### config.mk
export PLATFORM = sky130hd
export DESIGN_NAME = acc5_seq_flat
export DESIGN_NICKNAME = d
export VERILOG_FILES = /design/src/rtl/acc5_if.sv /design/src/rtl/acc5_seq.sv /design/src/flat_wrapper.sv
export SDC_FILE = /design/constraint.sdc
export NUM_CORES = 1
export LEC_CHECK = 0
export CAP_MARGIN = 20
export CORE_MARGIN = 2
export CORE_UTILIZATION = 30
export DETAILED_ROUTE_END_ITERATION = 7
export GPL_TIMING_DRIVEN = 0
export PLACE_DENSITY = 0.65
export SLEW_MARGIN = 30
export SYNTH_ARGS = -nofsm -noshare
export SYNTH_HDL_FRONTEND = slang
export SYNTH_SLANG_ARGS = --single-unit
export TNS_END_PERCENT = 5
### constraint.sdc
create_clock -name clk -period 1.74 [get_ports clk]
set_clock_uncertainty 0.05 [all_clocks]
set_input_delay 0.348 -clock clk [delete_from_list [all_inputs] [get_ports clk]]
set_output_delay 0.348 -clock clk [all_outputs]
set_load 0.005 [all_outputs]
### src/rtl/acc5_if.sv
// ---------------------------------------------------------------------------
// acc5_if -- signal bundle between the acc5_seq accumulator controller and
// its surroundings (operand source, 5-bit ripple-carry adder, result sink).
//
// Groups:
//   operand stream : in_valid, in_ready, in_data[4:0], in_sub, in_last
//   adder drive    : add_a[4:0], add_b[4:0], add_ci
//   adder return   : sum_s[4:0], sum_co
//   result stream  : out_valid, out_ready, out_sum[4:0], out_events[3:0]
//
// Modports:
//   master : the accumulator controller (drives in_ready, adder operands and
//            the result stream).
//   slave  : the environment (operand source, adder, result consumer).
// ---------------------------------------------------------------------------
interface acc5_if;
    // operand stream
    logic       in_valid;
    logic       in_ready;
    logic [4:0] in_data;
    logic       in_sub;
    logic       in_last;

    // adder operands and result
    logic [4:0] add_a;
    logic [4:0] add_b;
    logic       add_ci;
    logic [4:0] sum_s;
    logic       sum_co;

    // result stream
    logic       out_valid;
    logic       out_ready;
    logic [4:0] out_sum;
    logic [3:0] out_events;

    modport master (
        input  in_valid, in_data, in_sub, in_last,
        output in_ready,
        output add_a, add_b, add_ci,
        input  sum_s, sum_co,
        output out_valid, out_sum, out_events,
        input  out_ready
    );

    modport slave (
        output in_valid, in_data, in_sub, in_last,
        input  in_ready,
        input  add_a, add_b, add_ci,
        output sum_s, sum_co,
        input  out_valid, out_sum, out_events,
        output out_ready
    );
endinterface

### src/rtl/acc5_seq.sv
// ---------------------------------------------------------------------------
// acc5_seq -- sequential accumulator controller around a 5-bit ripple-carry
// adder.
//
// Operand beats arrive on the input stream; each accepted beat is added to
// (or subtracted from) a running 5-bit accumulator using the external adder.
// Carry-outs on adds and borrows on subtracts are counted (saturating at 15).
// When the last beat of a packet is accepted, the packet total and event
// count are offered on the result stream until the consumer takes them.
//
// Ports:
//   clk       : rising-edge clock
//   rst_n     : synchronous, active-low reset (priority over everything)
//   clr       : synchronous abort back to IDLE (priority over all but reset)
//   bus       : acc5_if.master -- operand stream, adder drive/return,
//               result stream
//   dbg_state : current FSM state (0 IDLE, 1 ACCUM, 2 DONE)
//
// Handshakes: a transfer happens on a rising edge where valid and ready are
// both 1. The producer holds valid and its payload steady until that edge;
// ready may change freely and never depends combinationally on valid.
// ---------------------------------------------------------------------------
module acc5_seq (
    input  logic         clk,
    input  logic         rst_n,
    input  logic         clr,
    acc5_if.master       bus,
    output logic [1:0]   dbg_state
);

    typedef enum logic [1:0] {
        IDLE  = 2'd0,
        ACCUM = 2'd1,
        DONE  = 2'd2
    } state_t;

    state_t     state;
    logic [4:0] acc;
    logic [3:0] evt;

    logic       accept;
    logic       beat_event;
    logic [3:0] evt_next;

    // Adder drive: subtraction is acc + ~data + 1 (two's complement).
    assign bus.add_a  = acc;
    assign bus.add_b  = bus.in_sub ? ~bus.in_data : bus.in_data;
    assign bus.add_ci = bus.in_sub;

    // Ready only while collecting beats; DONE blocks new input until the
    // result has been handed off.
    assign bus.in_ready = (state != DONE);
    assign accept       = bus.in_valid & bus.in_ready;

    // An add that carries out, or a subtract that does not (a borrow).
    assign beat_event = bus.in_sub ^ bus.sum_co;

    // Saturating increment: the counter sticks at 15 instead of wrapping.
    assign evt_next = (evt == 4'hF) ? evt : evt + {3'b000, beat_event};

    assign dbg_state = state;

    always_ff @(posedge clk) begin
        if (!rst_n) begin
            state          <= IDLE;
            acc            <= '0;
            evt            <= '0;
            bus.out_valid  <= 1'b0;
            bus.out_sum    <= '0;
            bus.out_events <= '0;
        end else if (clr) begin
            // Abort: any beat presented this cycle is dropped. The result
            // registers keep their old values but are no longer valid.
            state         <= IDLE;
            acc           <= '0;
            evt           <= '0;
            bus.out_valid <= 1'b0;
        end else begin
            case (state)
                IDLE, ACCUM: begin
                    if (accept) begin
                        acc <= bus.sum_s;
                        evt <= evt_next;
                        if (bus.in_last) begin
                            // Result is captured from the adder directly so
                            // it includes the final beat.
                            state          <= DONE;
                            bus.out_sum    <= bus.sum_s;
                            bus.out_events <= evt_next;
                            bus.out_valid  <= 1'b1;
                        end else begin
                            state <= ACCUM;
                        end
                    end
                end

                DONE: begin
                    // out_sum/out_events stay frozen until the consumer
                    // takes them; the next packet starts from zero.
                    if (bus.out_ready) begin
                        state         <= IDLE;
                        acc           <= '0;
                        evt           <= '0;
                        bus.out_valid <= 1'b0;
                    end
                end

                default: begin
                    state         <= IDLE;
                    acc           <= '0;
                    evt           <= '0;
                    bus.out_valid <= 1'b0;
                end
            endcase
        end
    end

endmodule
### src/flat_wrapper.sv
// flat-port wrapper written by rule: the top's interface ports become plain ports
module acc5_seq_flat 
  (clk, rst_n, clr, dbg_state, bus_in_valid, bus_in_data, bus_in_sub, bus_in_last, bus_in_ready, bus_add_a, bus_add_b, bus_add_ci, bus_sum_s, bus_sum_co, bus_out_valid, bus_out_sum, bus_out_events, bus_out_ready);
  acc5_if bus_i ();
  input  logic clk;
  input  logic rst_n;
  input  logic clr;
  output logic [1:0] dbg_state;
  input wire logic [$bits(bus_i.in_valid)-1:0] bus_in_valid;
  input wire logic [$bits(bus_i.in_data)-1:0] bus_in_data;
  input wire logic [$bits(bus_i.in_sub)-1:0] bus_in_sub;
  input wire logic [$bits(bus_i.in_last)-1:0] bus_in_last;
  output wire logic [$bits(bus_i.in_ready)-1:0] bus_in_ready;
  output wire logic [$bits(bus_i.add_a)-1:0] bus_add_a;
  output wire logic [$bits(bus_i.add_b)-1:0] bus_add_b;
  output wire logic [$bits(bus_i.add_ci)-1:0] bus_add_ci;
  input wire logic [$bits(bus_i.sum_s)-1:0] bus_sum_s;
  input wire logic [$bits(bus_i.sum_co)-1:0] bus_sum_co;
  output wire logic [$bits(bus_i.out_valid)-1:0] bus_out_valid;
  output wire logic [$bits(bus_i.out_sum)-1:0] bus_out_sum;
  output wire logic [$bits(bus_i.out_events)-1:0] bus_out_events;
  input wire logic [$bits(bus_i.out_ready)-1:0] bus_out_ready;
  assign bus_i.in_valid = bus_in_valid;
  assign bus_i.in_data = bus_in_data;
  assign bus_i.in_sub = bus_in_sub;
  assign bus_i.in_last = bus_in_last;
  assign bus_in_ready = bus_i.in_ready;
  assign bus_add_a = bus_i.add_a;
  assign bus_add_b = bus_i.add_b;
  assign bus_add_ci = bus_i.add_ci;
  assign bus_i.sum_s = bus_sum_s;
  assign bus_i.sum_co = bus_sum_co;
  assign bus_out_valid = bus_i.out_valid;
  assign bus_out_sum = bus_i.out_sum;
  assign bus_out_events = bus_i.out_events;
  assign bus_i.out_ready = bus_out_ready;
  acc5_seq u_core (.clk(clk), .rst_n(rst_n), .clr(clr), .bus(bus_i), .dbg_state(dbg_state));
endmodule
==> impl_metrics.tcl, run 1 <==
set metrics [dict create \
    status "complete, no violations" \
    path_clk_slew_ns 0.12 \
    max-slew-margin-rel_pct 63.00 \
    setup_viol_count_final 0 \
    overflow 0 \
    antenna_found_initial 0 \
    grt_util_met1_pct 17.91 \
    cts_tree "yes" \
    syn_to_final_growth_pct 49.94 \
    min_path_type "flip-flop to flip-flop" \
    avgSynthCellArea_sq_um 9.094 \
    die_y_microns 61.22 \
    crit_path_cell_trace "clkdlybuf4s50_1 > xor2_1 > dlygate4sd2_1" \
    portBuffers 40 \
    netlist_instances 108 \
    setup.worst_path.start "bus_in_data[2]" \
    yosysWarnings 0 \
    drt_iter0_drc 6 \
    rr_startpoint "u_core.dbg_state[1]" \
    critPathKind "input port to output pin" \
    grt_pass1_vias 877 \
    worstMarginPinSlew_ns 0.5529 \
    pwr-share-comb_pct 18.8 \
    start_kind "input port" \
    p_leak_nw 0.5237 \
    met2_usage_pct 22.19 \
    wl_microns 2390 \
    dp_hpwl_microns 1790 \
    htreeDepth 1 \
    cpLargestDelayFamily "buffers and inverters" \
    hold_viol 0 \
    endpoint_kind "output pin" \
    synth_flop_cell "dfxtp_1" \
    cts_max_path_buffers 2 \
    fmax_mhz 613.4 \
    core_sq_mm 0.003078 \
    clock-sinks 21 \
    multi_input_area_sq_um 510.5 \
    synth_edf_count 0 \
    ir_drop_mv 0.4555 \
    p_seq_share_pct 54.3 \
    cp.arrival_ns 1.23 \
    crit_required_ns 1.34 \
    p_clk_share_pct 26.9 \
    cts_hold_buf 0 \
    ys_ff_latch 21 \
    seqCellArea_sq_um 425.4 \
    place.gp.congestion 0.6704 \
    cts-root-buf "clkbuf_4" \
    min_period_ns 1.630 \
    yosysUniqueCellTypes 31 \
    crit_path_top_delay_cell "clkdlybuf4s50_1" \
    synth_fp_nets 128 \
    setup_tns_ns 0 \
    fillers 322 \
    drv_cap 0 \
    initial_utilization_pct 31.91 \
    clock_latency_ns 0.32 \
    power_density_mw_per_mm2 631.3 \
    p_int_mw 0.6864 \
    nets 173 \
    drtPass1Iterations 4 \
    die_w_microns 61.22 \
    via_count 932 \
    path_buf_inv 2 \
    period_share_pct 93.70 \
    dpl-instance-area_sq_mm 0.001438 \
    synthesis.area_sq_um 982.2 \
    switching_power_mw 0.2432 \
    crit_fanout 1 \
    wl_per_cell_microns 12.19 \
    slowest_delay_ns 0.47 \
    antenna_left 0 \
    postLayoutCellArea_sq_mm 0.001473 \
    synth_seq_area_share_pct 42.80 \
    grt_pass1_wl_microns 3933 \
    place_ws_ns -0.2272 \
    use_met3_pct 5.882 \
    vias_per_cell 4.755 \
    min_from "u_core.bus.out_valid" \
    rows 20 \
    pin_count 42 \
    maxSlewViolCount 0 \
    cts_buffers 3 \
    async_flop_share_pct 0 \
    grt-busiest-layer "met2" \
    drc 0 \
    rsz0062_at_grt "false" \
    dieArea_sq_mm 0.003748 \
    track_usage_pct 14.34 \
    power_switching_share_pct 26.16 \
    grt_max_degree 14 \
    antenna_cells 0 \
    setup_slack_ns 0.1097 \
    cts_setup_buffers 0 \
    drive_above_1_share_pct 11.18 \
]
area by class of cell:
cell class                      instances  share of cell area, %
Tap cell                               44                  3.738
Buffer                                  6                  3.483
Clock inverter                          1                 0.5098
Sequential cell                        21                  28.89
Multi-Input combinational cell         79                  34.66
Clock buffer                            3                  1.529
Inverter                                2                 0.5098
Timing Repair Buffer                   40                  26.68
worst reg2reg max path, stage by stage, from the launching register on:
cell,delay [ns]
dfxtp_4,0.39
and4bb_1,0.29
buf_6,0.14
buf_12,0.13
mux2i_1,0.18
nor2_1,0.05
cells by family (layout without fill, tap and decap cells):
kind of cell	count (synthesis)	after routing	synth area share, %
AO/OA/AOI/OAI	30	30	17.07
XOR/XNOR	6	6	5.350
adder cells (fa/ha/maj)	2	2	2.547
buffers and inverters	8	52	5.988
flip-flops	21	21	42.80
multiplexers	6	6	6.115
AND/OR/NAND/NOR	35	35	20.13
power groups by stage:
stage | sequential (mW) | combinational, mW | clock [mW]
after CTS | 0.506 | 0.177 | 0.260
after detailed placement | 0.517 | 0.185 | 0
final | 0.505 | 0.175 | 0.250
after global placement | 0.516 | 0.182 | 0
after floorplan | 0.517 | 0.0715 | 0
after global routing | 0.507 | 0.193 | 0.272
metal layers:
metal | up-vias | routed length (microns)
met5 | - | 0
met2 | 34 | 1067
met4 | 0 | 38
met3 | 7 | 194
met1 | 428 | 1090
li1 | 463 | -
synthesized netlist by cell type (2+ instances only):
cell,number,area (sq um)
mux2i_1,6,60.06
dfxtp_1,21,420.4
nor2b_1,2,12.51
inv_1,2,7.510
nand2_1,8,30.03
nor2_2,3,18.77
clkbuf_1,2,7.510
o21ai_0,12,60.06
nor2_1,10,37.54
xor2_1,6,52.55
a211oi_1,4,30.03
nand2b_1,2,12.51
a21oi_1,11,55.05
ha_1,2,25.02
placed cells by master, fill, tap and decap left out, drive strengths merged, types with 2 or more instances in the layout:
cell	synthesis	layout
clkdlybuf4s50	0	34
dfxtp	21	21
nor2	13	13
o21ai	12	12
a21oi	11	11
nand2	8	8
xor2	6	6
mux2i	6	6
dlygate4sd2	0	6
clkbuf	2	5
a211oi	4	4
buf	4	4
inv	2	2
nand2b	2	2
ha	2	2
nor2b	2	2
nor3b	2	2
what timing repair did:
item | 4_1_cts | 5_1_grt
gates resized for setup | 9 | 3
pin swaps | 0 | 2
endpoints found under the setup margin | 7 | 1
registers in the layout (all words and copies together) (netlist names):
name                   count
u_core.bus.out_sum         5
u_core.dbg_state           2
u_core.bus.out_valid       1
u_core.bus.add_a           5
u_core.bus.out_events      4
u_core.evt                 4
metrics by stage:
step                utilization (%)  hold WS [ns]  total power, mW  std cells
finish                        47.85        0.4178           0.9297        196
global route                  47.85        0.4454           0.9721        196
CTS                           47.60        0.4237           0.9422        196
detailed placement            46.71        0.4066           0.7018        192
global placement              46.71        0.3968           0.6984        192
floorplan                         -        0.4027           0.5884        108
worst paths after layout:
kind | endpoint | slack, ns | depth (start not counted)
setup reg to reg | u_core.bus.out_sum[4] | 0.43 | 5
setup / recovery | bus_add_b[2] | 0.11 | 3
hold reg to reg | u_core.bus.out_valid | 0.42 | 2
hold / removal | u_core.bus.out_valid | 0.42 | 2
(Power assumes the default switching activity.)
==> run 2: changes to the inputs <==
- SKIP_CTS_REPAIR_TIMING: default -> 1
==> run 2 against run 1 <==
  * Wire length is 0.50% higher
  * Global-route usage fell by 0.13 points
  * Largest cell class unchanged
  * Sequential share of layout area decreased by 0.44 points
  * Core utilization up 0.73 points
  * Critical endpoint is now bus_out_events[2]
  * Critical path type is now flip-flop to output pin
  * Design area is 1.5% higher
  * Critical path depth decreased by 2
  * Non-clock buffer count unchanged
  * Clock power is essentially flat
  * Combinational power up 3%
==> impl_metrics.tcl, run 2 (synthesis results as in run 1) <==
set metrics [dict create \
    status "complete, no violations" \
    overflow 0 \
    via_count 933 \
    total_power_mw 0.9349 \
    maxSlewViolCount 0 \
    place_ws_ns -0.2272 \
    crit_required_ns 1.34 \
    worstMarginPinSlew_ns 0.5534 \
    crit_path_cell_trace "clkdlybuf4s50_1" \
    portBuffers 40 \
    grt_max_degree 14 \
    vias_per_cell 4.760 \
    cp.arrival_ns 1.23 \
    critPathKind "flip-flop to output pin" \
    fin_hold_ws_ns 0.4178 \
    fmax_mhz 615.2 \
    clock_latency_ns 0.32 \
    min_path_type "flip-flop to flip-flop" \
    postLayoutCellArea_sq_mm 0.001495 \
    final_common_cell "clkdlybuf4s50_1" \
    path_buf_inv 1 \
    grt_pass1_vias 880 \
    crit_fanout 2 \
    endpoint_kind "output pin" \
    dpl-instance-area_sq_mm 0.001438 \
    cpLargestDelayFamily "buffers and inverters" \
    max-slew-margin-rel_pct 62.97 \
    core_sq_mm 0.003078 \
    placed_cells 192 \
    drv_cap 0 \
    min_period_ns 1.626 \
    cts_max_path_buffers 2 \
    power_density_mw_per_mm2 625.3 \
    place.gp.congestion 0.6704 \
    fillers 316 \
    clock-sinks 21 \
    dp_hpwl_microns 1790 \
    rows 20 \
    antenna_cells 0 \
    fin_cells 196 \
    utilization_pct 48.58 \
    grt_pass1_wl_microns 3919 \
    period_share_pct 93.42 \
    pin_count 42 \
    rsz0062_at_grt "false" \
    wl_per_cell_microns 12.26 \
    final_cell_mix "34 x clkdlybuf4s50_1, 19 x dfxtp_1, 12 x o21ai_0" \
    wl_microns 2402 \
    die_y_microns 61.22 \
    initial_utilization_pct 31.91 \
    cts-root-buf "clkbuf_4" \
    start_kind "flip-flop" \
    ir_drop_mv 0.4554 \
    die_w_microns 61.22 \
    drive_above_1_share_pct 11.18 \
    crit_path_top_delay_cell "clkdlybuf4s50_1" \
    cts_tree "yes" \
    dieArea_sq_mm 0.003748 \
    drc 0 \
    slowest_delay_ns 0.53 \
    syn_to_final_growth_pct 52.23 \
    setup_tns_ns 0 \
    cts_buffers 3 \
    track_usage_pct 14.21 \
    htreeDepth 1 \
    drt_iter0_drc 6 \
    path_clk_slew_ns 0.13 \
    hold_viol 0 \
    p_leak_nw 0.5651 \
    antenna_left 0 \
    drtPass1Iterations 4 \
    setup_viol_count_final 0 \
    setup_slack_ns 0.1145 \
    nets 173 \
    antenna_found_initial 0 \
]
## run 2: cell count changes in the layout (fill, tap and decap cells not counted)
| cell | previous run | this run |
|---|---|---|
| dlygate4sd2_1 | 6 | 0 |
| dlymetal6s2s_1 | 0 | 6 |
## run 2: cell type report
cell class | instances | area, sq um | area share [%]
repair buffers | 40 | 415.4 | 27.78
flip-flops and latches | 21 | 425.4 | 28.45
well taps | 44 | 55.05 | 3.682
plain buffers | 6 | 51.30 | 3.431
multi-input cells | 79 | 510.5 | 34.14
clock inverters | 1 | 7.507 | 0.5021
inverters | 2 | 7.507 | 0.5021
clock buffers | 3 | 22.52 | 1.506
## run 2: final timing paths
| kind | end | depth (start not counted) | from | slack (ns) |
|---|---|---|---|---|
| max | bus_out_events[2] | 1 | u_core.bus.out_events[2] | 0.11 |
| min | u_core.bus.out_valid | 2 | u_core.bus.out_valid | 0.42 |
| max reg2reg | u_core.bus.out_sum[4] | 5 | u_core.dbg_state[1] | 0.43 |
| min reg2reg | u_core.bus.out_valid | 2 | u_core.bus.out_valid | 0.42 |
## run 2: metal layers
metal,track usage [%],up-vias,routed length (microns)
li1,-,463,-
met1,17.27,429,1088
met2,22.19,34,1080
met3,6.303,7,195
met4,5.280,0,38
met5,0,-,0
## run 2: power by group
group	total [mW]	internal, mW	switching (mW)
logic	0.180	0.109	0.0712
clock network	0.250	0.0880	0.162
registers	0.505	0.495	0.0102
